`src/rtl/keypad_replay.sv`:
```
// keypad_replay: replays queued key presses onto the active-low column lines of a 4x4 keypad scanner.
// Optional build macro KEYPAD_REPLAY_PASSTHRU_EN merges the physical column pins into keypadCol.
module keypad_replay #(
  parameter int unsigned DEPTH      = 4,
  parameter int unsigned HOLD_SCANS = 4,
  parameter int unsigned GAP_SCANS  = 2
) (
  input  logic       clk,
  input  logic       rst,
  input  logic       req_valid,
  input  logic [3:0] req_key,
  output logic       req_ready,
  input  logic [3:0] keypadRow,
`ifdef KEYPAD_REPLAY_PASSTHRU_EN
  input  logic [3:0] phys_col,
`endif
  output logic [3:0] keypadCol,
  output logic [3:0] active_key,
  output logic       busy
);

  localparam int unsigned AW        = $clog2(DEPTH);
  localparam int unsigned MAX_SCANS = (HOLD_SCANS > GAP_SCANS) ? HOLD_SCANS : GAP_SCANS;
  localparam int unsigned CW        = $clog2(MAX_SCANS + 1);

  typedef enum logic [1:0] {StIdle, StPress, StGap} state_e;

  state_e        state_q;
  logic [CW-1:0] cnt_q;
  logic          prev_match_q;
  logic [3:0]    active_key_q;

  logic [3:0]    mem_q [DEPTH];
  logic [AW:0]   wr_ptr_q, rd_ptr_q;

  logic       full, empty, push, pop;
  logic       match, scan_event;
  logic [3:0] replay_col;

  // Pointers carry an extra wrap bit to tell full from empty.
  assign empty = (wr_ptr_q == rd_ptr_q);
  assign full  = (wr_ptr_q[AW] != rd_ptr_q[AW]) && (wr_ptr_q[AW-1:0] == rd_ptr_q[AW-1:0]);

  assign req_ready = !full;
  assign push      = req_valid && !full;
  assign pop       = (state_q == StIdle) && !empty;

  // Only the exact one-hot-low strobe of the target row matches.
  assign match      = (keypadRow == ~(4'b0001 << active_key_q[3:2]));
  assign scan_event = prev_match_q && !match;

  always_ff @(posedge clk) begin
    if (rst) begin
      wr_ptr_q <= '0;
      rd_ptr_q <= '0;
    end else begin
      if (push) wr_ptr_q <= wr_ptr_q + 1'b1;
      if (pop)  rd_ptr_q <= rd_ptr_q + 1'b1;
    end
  end

  always_ff @(posedge clk) begin
    if (push) mem_q[wr_ptr_q[AW-1:0]] <= req_key;
  end

  always_ff @(posedge clk) begin
    if (rst) begin
      state_q      <= StIdle;
      cnt_q        <= '0;
      prev_match_q <= 1'b0;
      active_key_q <= '0;
    end else begin
      prev_match_q <= match;
      unique case (state_q)
        StIdle: begin
          if (!empty) begin
            active_key_q <= mem_q[rd_ptr_q[AW-1:0]];
            cnt_q        <= '0;
            state_q      <= StPress;
          end
        end
        StPress: begin
          if (scan_event) begin
            if (cnt_q == CW'(HOLD_SCANS - 1)) begin
              cnt_q   <= '0;
              state_q <= StGap;
            end else begin
              cnt_q <= cnt_q + 1'b1;
            end
          end
        end
        StGap: begin
          if (scan_event) begin
            if (cnt_q == CW'(GAP_SCANS - 1)) begin
              cnt_q   <= '0;
              state_q <= StIdle;
            end else begin
              cnt_q <= cnt_q + 1'b1;
            end
          end
        end
        default: state_q <= StIdle;
      endcase
    end
  end

  assign replay_col = (state_q == StPress && match) ? ~(4'b0001 << active_key_q[1:0]) : 4'b1111;

`ifdef KEYPAD_REPLAY_PASSTHRU_EN
  assign keypadCol = replay_col & phys_col;
`else
  assign keypadCol = replay_col;
`endif

  assign active_key = active_key_q;
  assign busy       = (state_q != StIdle) || !empty;

endmodule

```
`config.mk`:
```
export PLATFORM = sky130hd
export DESIGN_NAME = keypad_replay
export DESIGN_NICKNAME = d
export VERILOG_FILES = /design/src/rtl/keypad_replay.sv
export SDC_FILE = /design/constraint.sdc
export NUM_CORES = 1
export LEC_CHECK = 0
export ABC_AREA = 1
export BUFFER_PORTS_ARGS = -buffer_cell sky130_fd_sc_hd__buf_4
export CORE_UTILIZATION = 55
export CTS_CLUSTER_SIZE = 25
export DETAILED_ROUTE_END_ITERATION = 10
export GPL_TIMING_DRIVEN = 0
export PLACE_DENSITY = 0.77
export SETUP_SLACK_MARGIN = 0.4
export SYNTH_ARGS = -nofsm -noshare
export SYNTH_HDL_FRONTEND = slang
export SYNTH_SLANG_ARGS = --single-unit
```
`constraint.sdc`:
```
create_clock -name clk -period 4.2 [get_ports clk]
set_input_delay 1.05 -clock clk [delete_from_list [all_inputs] [get_ports clk]]
set_output_delay 1.05 -clock clk [all_outputs]
set_load 0.03 [all_outputs]
```
Yosys cells after proc, flatten, opt, wreduce, memory -nomap -nowiden --
Memories as Yosys holds them, arrays and structs flattened. A register that Yosys moved wholly into a read port is not among the register bits. Cells that the tools add are included.
Storage, ports and cells: register bits 12, memory bits (writable) 16, bits of input ports 11, output and inout port bits 10, logic and storage cells 57, memories kept 1
Cells by class: $add $sub $neg 3, equality and inequality tests 13, shift operators 2, mux-type cells 15, bitwise logic cells 3, reductions and logical operators 15
Memory list:
- mem_q | words 4, width 4, read ports 1, clocked after memory_dff 1, write ports 1, line 33 | logic [3:0] mem_q [DEPTH];
Operators with widths (number):
- 3-bit 2-to-1 mux | 5
- 2-bit 2-to-1 mux | 5
- 2-bit != test (second input constant) | 5
- 3-bit by 1-bit adder with 3-bit output (second input constant) | 3
- 3-bit one-hot mux with 3 select lines | 1
- 4-bit inverter | 2
- 1-bit by 2-bit left shift with 4-bit output (first input constant) | 2
- 2-bit one-hot mux with 3 select lines | 1
- 1-bit logical AND | 5
- 5-bit AND reduction | 1
- 4-bit equality test | 1
- 4-bit 2-to-1 mux | 1
- 4-bit AND reduction | 1
- 3-bit by 1-bit equality test with 1-bit output (second input constant) | 1
- 3-bit by 2-bit equality test with 1-bit output (second input constant) | 1
- 3-bit equality test | 1
- 1-bit zero test | 3
- 3-bit nonzero test | 1
- 2-bit by 1-bit equality test with 1-bit output (second input constant) | 1
- 2-bit equality test | 1
- 2-bit equality test (second input constant) | 1
- 2-bit zero test | 1
- 1-bit 2-to-1 mux | 2
- 2-bit AND reduction | 1
- 4 further kinds | 4

Logic depth before layout (Yosys ltp) --
depth after elaboration 7, mapped depth 11, mapped depth without buffers 11

Least setup slack after synthesis --
No wires, ideal clock.
path type input-to-output, start point in keypadRow[2], end point out keypadCol[0], arrival 1739 ps, data required time 3150 ps, path slack 1411 ps, stages 6, path buffers 0, path through nor2_1 -> nor2_1 -> nor2_1 -> nand4_1 -> nor2_1 -> nand2_1
On the way: cells in the longest elaborated chain, start to end 3
RTL lines:
- start: declaration | line 13 | input logic [3:0] keypadRow,
- 4-bit equality test | line 49 | assign match = (keypadRow == ~(4'b0001 << active_key_q[3:2]));
- 1-bit logical AND | line 107 | assign replay_col = (state_q == StPress && match) ? ~(4'b0001 << active_key_q[1:0]) : 4'b1111;
- 4-bit 2-to-1 mux | line 107
- end: declaration | line 17 | output logic [3:0] keypadCol,
Every way passes these cells.

Final worst setup path --
start point in keypadRow[2], end point out keypadCol[3]
The elaborated chain is that of the path after synthesis.

==> metrics.csv <==
metric,value,unit
status,"complete, but fails checks",
failing checks,design-rule violations,
Die X,56.76,um
CTS buffer count,5,
worst hold margin,0.4946,ns
"commonest non-fill, non-tap cell in the layout",nor2_1,
Crit. End Element,output pin,
CTS tree,yes,
iteration count of the initial detailed-routing pass,7,
area fraction of the dominant cell type after synthesis,29.14,%
worst skew pair latency,0.34,ns
count of different cell masters after synthesis,27,
dpl cells,239,
warning count from the yosys run,0,
GRT overflow,0,
final setup fails,0,
# diodes,0,
Final Wtd Congestion,0.8330,
pre-CTS setup slack,1.173,ns
WL/cell,12.05,um
"Seq/Total Area, Yosys",48.56,%
initial core utilization,58.79,%
CTS Sinks,32,
most frequent cells in the layout,"33 x nor2_1, 26 x nand2_1, 25 x inv_1",
r2r setup slk,2.60,ns
cell chain of the critical path,buf_4 -> nor2_1 -> nor2_1 -> nor2_1 -> nand4_1 -> nor2_1 -> nand2_1 -> buf_4,
fin crit period,3.031,ns
"Avg Cell Area, Syn",8.772,um2
Fin Setup TNS,0,ns
CTS root buf,clkbuf_4,
final wirelength,2976,um
"Largest stage delay, worst path",0.17,ns
# DRC,6,
final period utilization,72.16,%
largest area contributor in the netlist,edfxtp_1,
"Net Count, Synth",211,
Via Count,1280,
DP HPWL,2348,um
Overall Global Routing Usage,20.45,%
Crit-path slowest cell,buf_4,
H-tree lvl count,2,
Core Region,2805,um2
PwrDens,635.5,nW/um2
slew margin rel.,76.48,%
Nets,238,
Final Non-Filler Cells,247,
number of max-slew violations in the final report,0,
RSZ-0062 raised after global routing,false,
Critical Path AT,1.98,ns
Vias/cell,5.182,
pin count of the biggest net entering global routing,13,
WP data required,3.15,ns
die height,56.76,um
die footprint,3221,um2
P_leak,0.8088,nW
Critical Path Start Type,primary input,
Final ANT Viol Nets,0,
maximum fanout along the worst path,3,
first-pass GRT wire length,4919,um
Max Fclk,329.9,MHz
vias in the first global route,1191,
dpl cell area,1838,um2
Post-CTS Hold Buffers,0,
Mapped Cells,188,
synth top area cells,"edfxtp_1 29%, dfxtp_1 19%, ha_1 9.1%",
initial antenna violation count,0,
post_cts resized,0,
Clock Path Buffers,2,
area grow syn2layout,15.17,%
Setup WS post-layout,1.169,ns
Finished Cell Area,1899,um2
Setup CP Type,in -> out,
synthesized flop and latch total,32,
Least-Margin Pin Slew,0.3514,ns
"CTS clk-pin slew, worst paths",0.11,ns
# rows,19,
Min-Delay Path Class,reg -> reg,
Max-Cap Viols,0,
Worst Skew,0.01179,ns
Initial DRC Count,90,
layout cell share with drive strength beyond 1,20.83,%
area of the mapped netlist,1649,um2
Final Hold Fails,0,
PortBufs,20,
Worst VDD drop,0.0002981,V
CP most frequent cell,nor2_1,
io pins,21,
post-CTS setup buffer count,0,
[flip-flops by register name (all words and copies together) (netlist names)]
register,count
mem_q,16
active_key,4
cnt_q,3
rd_ptr_q,3
wr_ptr_q,3
state_q,2
prev_match_q,1
[final timing paths]
path | start | to | depth (start not counted)
worst min register to register | active_key[1] | active_key[1] | 2
worst max register to register | rd_ptr_q[1] | mem_q[2][3] | 4
worst min-delay path | active_key[1] | active_key[1] | 2
worst max-delay path | keypadRow[2] | keypadCol[3] | 8
[metrics by stage]
stage                     power (mW)  util (%)
final                          1.207     67.71
after global routing           1.301     67.71
after CTS                      1.214     67.71
after detailed placement       1.034     65.52
after global placement         1.001     65.52
after floorplan               0.8904         -
[kinds of logic after synthesis]
family / count (synthesis) / synth area share [%]
and+or+nand+nor: 77 / 20.94
AOI/OAI and AO/OA: 35 / 11.76
xor gates and xnor gates: 3 / 2.049
buffers and inverters: 29 / 7.587
adders and majority gates: 12 / 9.104
DFF: 32 / 48.56
[power by group]
part	total, mW	switching, mW	internal, mW	leakage, nW
sequential	0.438	0.0515	0.386	0.279
clock	0.181	0.115	0.0658	0.0274
combinational	0.588	0.370	0.219	0.503
[worst max-delay path: cells and delay by family]
family,cells,cell delay [ns]
simple gates,6,0.64
buf+inv,2,0.29
[Yosys cell counts]
| master | n |
|---|---|
| nor2_2 | 2 |
| xnor2_2 | 1 |
| inv_1 | 25 |
| nor2_1 | 33 |
| buf_6 | 2 |
| a21oi_1 | 11 |
| nand2_1 | 26 |
| nand3_2 | 2 |
| nand2_2 | 5 |
| nor2_4 | 1 |
| buf_2 | 1 |
| nor3_1 | 1 |
| nor3b_1 | 2 |
| o21bai_1 | 1 |
| clkinv_1 | 1 |
| o22ai_1 | 4 |
| o21ai_0 | 15 |
| ha_1 | 12 |
| nand4_1 | 1 |
| a21oi_2 | 1 |
| o21ai_2 | 2 |
| dfxtp_1 | 16 |
| nand3_1 | 3 |
| o21ai_1 | 1 |
| nand3b_1 | 1 |
| edfxtp_1 | 16 |
| xnor2_1 | 2 |
[metal layers]
metal  share of wire (%)  global-route usage [%]  vias to the layer above  wire length, um
li1                    -                       -                      667                -
met1                  47                   23.92                      574             1385
met2                  47                   34.35                       30             1387
met4                 2.0                   11.50                        0               61
met3                 4.8                   4.839                        9              142
met5                   0                       0                        -                0
[area by class of cell]
type,instances,area [um2]
plain buffers,3,27.53
clock buffers,5,37.54
clock inverters,3,23.77
fillers,245,905.9
inverters,26,97.59
multi-input cells,127,723.2
flip-flops and latches,32,800.8
well taps,31,38.79
repair buffers,20,150.1
Note: power is estimated with default switching activity, not from simulation.
